**config.mk**
```make
export PLATFORM = sky130hd
export DESIGN_NAME = lis3dh_cfg_seq
export DESIGN_NICKNAME = d
export VERILOG_FILES = /design/src/rtl/lis3dh_cfg_seq.sv
export SDC_FILE = /design/constraint.sdc
export NUM_CORES = 1
export LEC_CHECK = 0
export ABC_AREA = 1
export BUFFER_PORTS_ARGS = -buffer_cell sky130_fd_sc_hd__buf_4
export CORE_ASPECT_RATIO = 1.2
export CORE_MARGIN = 2
export CORE_UTILIZATION = 48
export CTS_BUF_LIST = sky130_fd_sc_hd__clkbuf_8
export CTS_CLUSTER_SIZE = 28
export DETAILED_ROUTE_END_ITERATION = 10
export PLACE_DENSITY = 0.78
export SKIP_CTS_REPAIR_TIMING = 1
export SLEW_MARGIN = 20
export SYNTH_ARGS = -nofsm -noshare
export SYNTH_HDL_FRONTEND = slang
export SYNTH_SLANG_ARGS = --single-unit
export TNS_END_PERCENT = 10
```
**constraint.sdc**
```tcl
create_clock -name clk_in -period 1.57 [get_ports clk_in]
set_input_delay 0.157 -clock clk_in [delete_from_list [all_inputs] [get_ports clk_in]]
set_output_delay 0.157 -clock clk_in [all_outputs]
set_load 0.02 [all_outputs]
```
**src/rtl/lis3dh_cfg_seq.sv**
```systemverilog
// LIS3DH configuration sequencer: issues the fixed register-write frames to an spi_master.
// Optional build macro LIS3DH_CFG_SEQ_READBACK_EN appends a WHO_AM_I read frame (0x8F00).
module lis3dh_cfg_seq #(
  parameter int GAP_CYCLES  = 4,
  parameter int ACC_TIMEOUT = 15
) (
  input  logic        clk_in,
  input  logic        reset,
  input  logic        start,
  input  logic        ready,
  output logic        request,
  output logic [4:0]  nbits,
  output logic [31:0] mosi_data,
  output logic        busy,
  output logic        done,
  output logic        error,
  output logic [2:0]  frame_idx
);

  // state     | meaning
  // IDLE      | waiting for start with the master idle
  // REQ       | one-cycle frame request, frame word already on mosi_data
  // WAIT_ACC  | waiting for the master to drop ready (accept timeout armed)
  // WAIT_DONE | frame on the wire, waiting for ready to return
  // GAP       | chip-select high time between frames
  // DONE      | one-cycle completion pulse
  // ERROR     | master never accepted the frame
  typedef enum logic [2:0] {
    S_IDLE      = 3'd0,
    S_REQ       = 3'd1,
    S_WAIT_ACC  = 3'd2,
    S_WAIT_DONE = 3'd3,
    S_GAP       = 3'd4,
    S_DONE      = 3'd5,
    S_ERROR     = 3'd6
  } state_t;

`ifdef LIS3DH_CFG_SEQ_READBACK_EN
  localparam logic [2:0] LAST_IDX = 3'd4;
`else
  localparam logic [2:0] LAST_IDX = 3'd3;
`endif

  localparam logic [7:0] GAP_LOAD    = 8'(GAP_CYCLES - 1);
  localparam logic [7:0] ACC_LOAD    = 8'(ACC_TIMEOUT - 1);
  localparam logic [4:0] NBITS_FRAME = 5'd15;

  function automatic logic [15:0] frame_word(input logic [2:0] idx);
    logic [15:0] w;
    case (idx)
      3'd0:    w = 16'h2057;
      3'd1:    w = 16'h2180;
      3'd2:    w = 16'h2388;
      3'd3:    w = 16'h1FC0;
`ifdef LIS3DH_CFG_SEQ_READBACK_EN
      3'd4:    w = 16'h8F00;
`endif
      default: w = 16'h0000;
    endcase
    return w;
  endfunction

  state_t      state_q;
  state_t      state_d;
  logic [7:0]  tmr_q;
  logic [2:0]  idx_q;
  logic [15:0] data_q;
  logic [4:0]  nbits_q;
  logic        error_q;

  logic start_ok;
  logic tmr_zero;
  logic last_frame;

  assign start_ok   = start && ready;
  assign tmr_zero   = (tmr_q == 8'd0);
  assign last_frame = (idx_q == LAST_IDX);

  always_ff @(posedge clk_in or posedge reset) begin
    if (reset) begin
      state_q <= S_IDLE;
    end else begin
      state_q <= state_d;
    end
  end

  always_comb begin
    state_d = state_q;
    case (state_q)
      S_IDLE: begin
        if (start_ok) state_d = S_REQ;
      end
      S_REQ: begin
        // never present a request to a master that is mid-frame
        if (ready) state_d = S_WAIT_ACC;
      end
      S_WAIT_ACC: begin
        if (!ready)        state_d = S_WAIT_DONE;
        else if (tmr_zero) state_d = S_ERROR;
      end
      S_WAIT_DONE: begin
        if (ready) state_d = S_GAP;
      end
      S_GAP: begin
        if (tmr_zero) state_d = last_frame ? S_DONE : S_REQ;
      end
      S_DONE:  state_d = S_IDLE;
      S_ERROR: state_d = S_IDLE;
      default: state_d = S_IDLE;
    endcase
  end

  // shared down-counter: accept timeout in WAIT_ACC, chip-select gap in GAP
  always_ff @(posedge clk_in or posedge reset) begin
    if (reset) begin
      tmr_q <= 8'd0;
    end else if (state_d == S_WAIT_ACC && state_q != S_WAIT_ACC) begin
      tmr_q <= ACC_LOAD;
    end else if (state_d == S_GAP && state_q != S_GAP) begin
      tmr_q <= GAP_LOAD;
    end else if ((state_q == S_WAIT_ACC || state_q == S_GAP) && !tmr_zero) begin
      tmr_q <= tmr_q - 8'd1;
    end
  end

  always_ff @(posedge clk_in or posedge reset) begin
    if (reset) begin
      idx_q   <= 3'd0;
      data_q  <= 16'h0000;
      nbits_q <= 5'd0;
      error_q <= 1'b0;
    end else begin
      if (state_q == S_IDLE && start_ok) begin
        idx_q   <= 3'd0;
        data_q  <= frame_word(3'd0);
        nbits_q <= NBITS_FRAME;
        error_q <= 1'b0;
      end else if (state_q == S_GAP && tmr_zero && !last_frame) begin
        idx_q  <= idx_q + 3'd1;
        data_q <= frame_word(idx_q + 3'd1);
      end
      if (state_d == S_ERROR) error_q <= 1'b1;
    end
  end

  always_comb begin
    request   = (state_q == S_REQ) && ready;
    busy      = (state_q == S_REQ) || (state_q == S_WAIT_ACC) ||
                (state_q == S_WAIT_DONE) || (state_q == S_GAP);
    done      = (state_q == S_DONE);
    error     = error_q;
    nbits     = nbits_q;
    mosi_data = {16'h0000, data_q};
    frame_idx = idx_q;
  end

endmodule

```
* Yosys cells after proc, flatten, opt, wreduce, memory -nomap -nowiden *
Index checks and enable logic that the tools add are counted.
Widths: inputs -> output; s select.

storage, ports and cells
  bits in registers = 32
  latch bits = 0
  memory bits (writable) = 0
  memory bits (read-only) = 0
  input bits = 4
  output and inout port bits = 44
  logic and storage cells = 60
  memories = 0

cells by class
  $add $sub $neg = 2
  $mul = 0
  divide/modulo/power cells = 0
  $lt $le $gt $ge = 0
  equality and inequality tests = 14
  shift operators = 0
  muxes and demuxes = 18
  bitwise operators = 0
  reduce and logical (&&, ||, !) cells = 20

operators with widths
  kind                 count
  $pmux 14 s4          1
  $mux 16              2
  $mux 3               9
  $mux 8               3
  $eq 3x2->1 const B   6
  $pmux 3 s5           1
  $eq 3x3->1 const B   4
  $logic_and 1x1->1    8
  $logic_not 8->1      1
  $sub 8x1->8 const B  1
  $eq 3x1->1 const B   2
  $logic_not 3->1      2
  $logic_or 1x1->1     4
  $reduce_bool 2->1    2
  $add 3x1->3 const B  1
  $ne 3x2->1 const B   1
  $ne 3x3->1 const B   1
  $reduce_bool 3->1    1
  $logic_not 1->1      2
  $mux 1               2

* Depth between registers and ports, before layout *
  depth after elaboration = 8
  depth in mapped cells = 10
  depth with buffers taken out = 10

* Worst setup path before layout *
OpenSTA, ideal clock, no wires.

  kind = register -> register
  start = register idx_q[0] (netlist: frame_idx[0])
  end = register data_q[13]
  library setup time = 0.129 ns
  data arrival time = 1.408 ns
  required time = 1.441 ns
  setup slack = 0.034 ns
  stages on the path, launching flop included = 8
  clock period less this slack = 1.536 ns
  path through = dfrtp_1 > ha_1 > ha_1 > inv_1 > nand3_2 > buf_6 > nor2_1 > a21oi_1

on the way
  longest elaborated chain between the ends = 5

RTL lines
  element                                   line  RTL
  from (decl)                               66    logic [2:0] idx_q;
  from (signal assigned)                    139   idx_q <= idx_q + 3'd1;
  $add 3x1->3                               140   data_q <= frame_word(idx_q + 3'd1);
  $eq 3x2->1, or another cell as far along  50    case (idx)
  $pmux 14 s4                               50
  $mux 16                                   138   end else if (state_q == S_GAP && tmr_zero && !last_frame) begin
  $mux 16                                   133   if (state_q == S_IDLE && start_ok) begin
  to (signal assigned)                      135   data_q <= frame_word(3'd0);
  to (signal assigned)                      140
  to (decl)                                 67    logic [15:0] data_q;

Parallel ways exist; a longest one is shown, timed or not. The select of a mux whose other input is x is not followed.
A chain may end at the register's enable or synchronous reset.

* Worst setup path in the final report *
  start = register tmr_q[1]
  end = register tmr_q[4]

on the way
  longest elaborated chain between the ends = 8

RTL lines
  element                 line  RTL
  from (decl)             65    logic [7:0] tmr_q;
  from (signal assigned)  122   tmr_q <= tmr_q - 8'd1;
  $logic_not 8->1         76    assign tmr_zero = (tmr_q == 8'd0);
  $mux 3                  99    else if (tmr_zero) state_d = S_ERROR;
  $mux 3                  98    if (!ready) state_d = S_WAIT_DONE;
  $pmux 3 s5              89    case (state_q)
  $eq 3x3->1              119   end else if (state_d == S_GAP && state_q != S_GAP) begin
  $logic_and 1x1->1       119
  $mux 8                  119
  $mux 8                  117   end else if (state_d == S_WAIT_ACC && state_q != S_WAIT_ACC) begin

Parallel ways exist; a longest one is shown, timed or not. The select of a mux whose other input is x is not followed.

==> results.toml <==
[run_status]
outcome = "complete, no violations"

[timing]
min_period_ns = 1.50
setup_viol = 0
skew_ns = 0.00392
period_share_pct = 95.2
fmax_mhz = 669
rsz0062_at_grt = "true"
hold_viol = 0
drv_slew = 0

[floorplan]
start_util_pct = 50.9
die_w_um = 56.2
rows = 22
die_h_um = 66.6
io-pin-count = 48
dieArea_sq_mm = 0.00374
core_sq_mm = 0.00308

[setup_path]
r2r-start = "tmr_q[1]$_DFFE_PP0P_"
critical_path.max_fanout = 9
cpPeakStageDelay_ns = 0.41
start_kind = "flip-flop"
r2r_cells = 9
arrival_ns = 1.65
crit_path_start = "tmr_q[1]$_DFFE_PP0P_"
critical_path_class = "flip-flop to flip-flop"
reg2reg_slack_ns = 0.07
end_kind = "flip-flop"
crit_chain = "inv_2 -> ha_4 -> inv_1 -> nor2_1 -> nand4_1 -> nand2_2 -> nand2_8 -> nand3_1 -> o21ai_1"
required_ns = 1.73
r2r-end = "tmr_q[4]$_DFFE_PP0P_"
critPathSlowestCell = "dfrtp_1"

[min_path]
hold_class = "input port to flip-flop"
hold_depth = 2
hp-start = "ready"
whs_endpoint = "state_q[1]$_DFF_PP0_"

[route]
drtIter0Drc = 25
num_vias = 1295
routedWlPerCell_um = 11.3
postRouteAntennaNets = 0
drc_errors = 0
finalWirelength_mm = 3.03
avgViaCountPerCell = 4.85
drt_first_pass_iters = 4

[final_layout]
drive_gt1_share_pct = 31.6
most-common-layout-cells = "43 x buf_4, 29 x nand2_1, 21 x dfrtp_1, 20 x conb_1, 19 x inv_1"
ff_latch_area_sq_um = 578
multi_input_area_sq_um = 759
final_cells = 267
finalCoreUtilization_pct = 60.5
final_common_cell = "buf_4"
fin_nets = 243
area_growth_pct = 18.8
n_fill_cell = 298
diodes = 0

[synth]
postSynthAreaPerCell_sq_um = 8.05
yosysWarnings = 0
ys_seq_area_share_pct = 36.7
synth-seq-cells = 23
syn_inst = 195
synth_area_leaders = "dfrtp_1 37%, buf_4 14%, nand2_1 7.2%"
synth_top_area_share_pct = 36.7
synth.distinct_cells = 31
netlist_area_sq_mm = 0.00157
synth.largest_area_cell = "dfrtp_1"

[power]
clockPowerShare_pct = 11.6
p_seq_share_pct = 30.1
peakVddDrop_v = 0.000985
finalPower_mw = 3.21
leakage_nw = 0.998
combinationalPowerShare_pct = 58.3
p_sw_mw = 1.48
swShare_pct = 46.1
p_per_area_mw_per_mm2 = 1720
power.internal_mw = 1.73

[global_route]
grt.total_usage_pct = 16.0
grt_pass1_wl_mm = 4.77
grt_max_degree = 24
grt_pass1_vias = 1142
antenna_found_initial = 0
grt-ovfl-total = 0

[clock_network]
numCtsBuffers = 3
htree_levels = 1
cts.sinks = 23
root_buffer = "clkbuf_8"
cts_tree = "built"
insertion_delay_ns = 0.27
clk_pin_slew_worst_paths_ns = 0.08
clockBufferDepth = 2

[placement]
dp_hpwl_mm = 2.22
place.gp.congestion = 0.856
io_buffer_count = 27
dp.cells = 257

[flow_run]
cap_violations = 0
cell usage after synthesis (all sizes together):
cell    instances
buf            31
nand3b          1
o21ai          13
a21oi           4
conb            1
ha              7
xor2            2
nand3          18
nor3            1
dfrtp          23
o22ai           1
nand2          33
or2             4
nand4           8
nor2           19
o211ai          3
inv            26
cell type report:
cell class                 instances  area share [%]
multi-input combinational        134            40.7
tap                               36            2.42
sequential                        23            31.0
inverter                          26            5.50
timing repair buffer              44            17.9
clock buffer                       3            2.21
clock inverter                     1           0.268
state kept, by name, summed over array words and instances, names as in the netlist:
name       flops
tmr_q          8
error          1
nbits          1
frame_idx      3
data_q         7
state_q        3
through the flow:
step | setup slack, ns | hold WS [ns] | TNS (ns) | cell area, sq um
4_1_cts | -0.0418 | -0.0693 | -0.0656 | 1780
3_3_place_gp | 0.0231 | 0.226 | 0 | 1740
5_1_grt | -0.0211 | 0.178 | -0.116 | 1860
6_report | 0.0748 | 0.161 | 0 | 1860
3_5_place_dp | -0.0211 | 0.227 | -0.0243 | 1740
2_1_floorplan | 0.0335 | 0.159 | 0 | 1640
routing by layer:
metal / GRT usage (%) / share of wire, % / up-vias
met3: 3.50 / 5.7 / 4
met2: 30.4 / 52 / 39
met5: 0 / 0 / -
met4: 4.46 / 0.99 / 0
met1: 17.8 / 41 / 606
li1: - / - / 646
worst max-delay path: cells and delay by family (launching register included):
family | cells | cell delay [ns]
adders and majority gates | 1 | 0.15
buffers and inverters | 2 | 0.14
and+or+nand+nor | 5 | 0.64
DFF | 1 | 0.41
AOI/OAI and AO/OA | 1 | 0.06
kinds of logic (layout without fill, tap and decap cells):
family / after synthesis / in the layout / synth area share, %
and+or+nand+nor: 84 / 84 / 27.6
buffers and inverters: 57 / 74 / 21.3
DFF: 23 / 23 / 36.7
AOI/OAI and AO/OA: 21 / 21 / 7.50
adders and majority gates: 7 / 7 / 5.58
xor gates and xnor gates: 2 / 2 / 1.12
other: 1 / 20 / 0.239
power groups by stage:
stage	Sequential (mW)	Combinational, mW	Clock, mW
after CTS	0.958	1.73	0.384
after global placement	0.966	1.69	0
after detailed placement	0.969	1.72	0
final	0.965	1.87	0.372
after global routing	0.988	2.08	0.424
after floorplan	1.00	1.20	0
worst max path at each step:
stage,endpoint,slack (ns),cells after the start
finish,tmr_q[4]$_DFFE_PP0P_,0.07,9
global route,tmr_q[1]$_DFFE_PP0P_,-0.02,9
CTS,frame_idx[1]$_DFFE_PP0P_,-0.04,8
detailed placement,frame_idx[1]$_DFFE_PP0P_,-0.02,8
global placement,frame_idx[1]$_DFFE_PP0P_,0.02,8
floorplan,data_q[13]$_DFFE_PP0P_,0.03,7
Power figures use the tool's default switching activity.
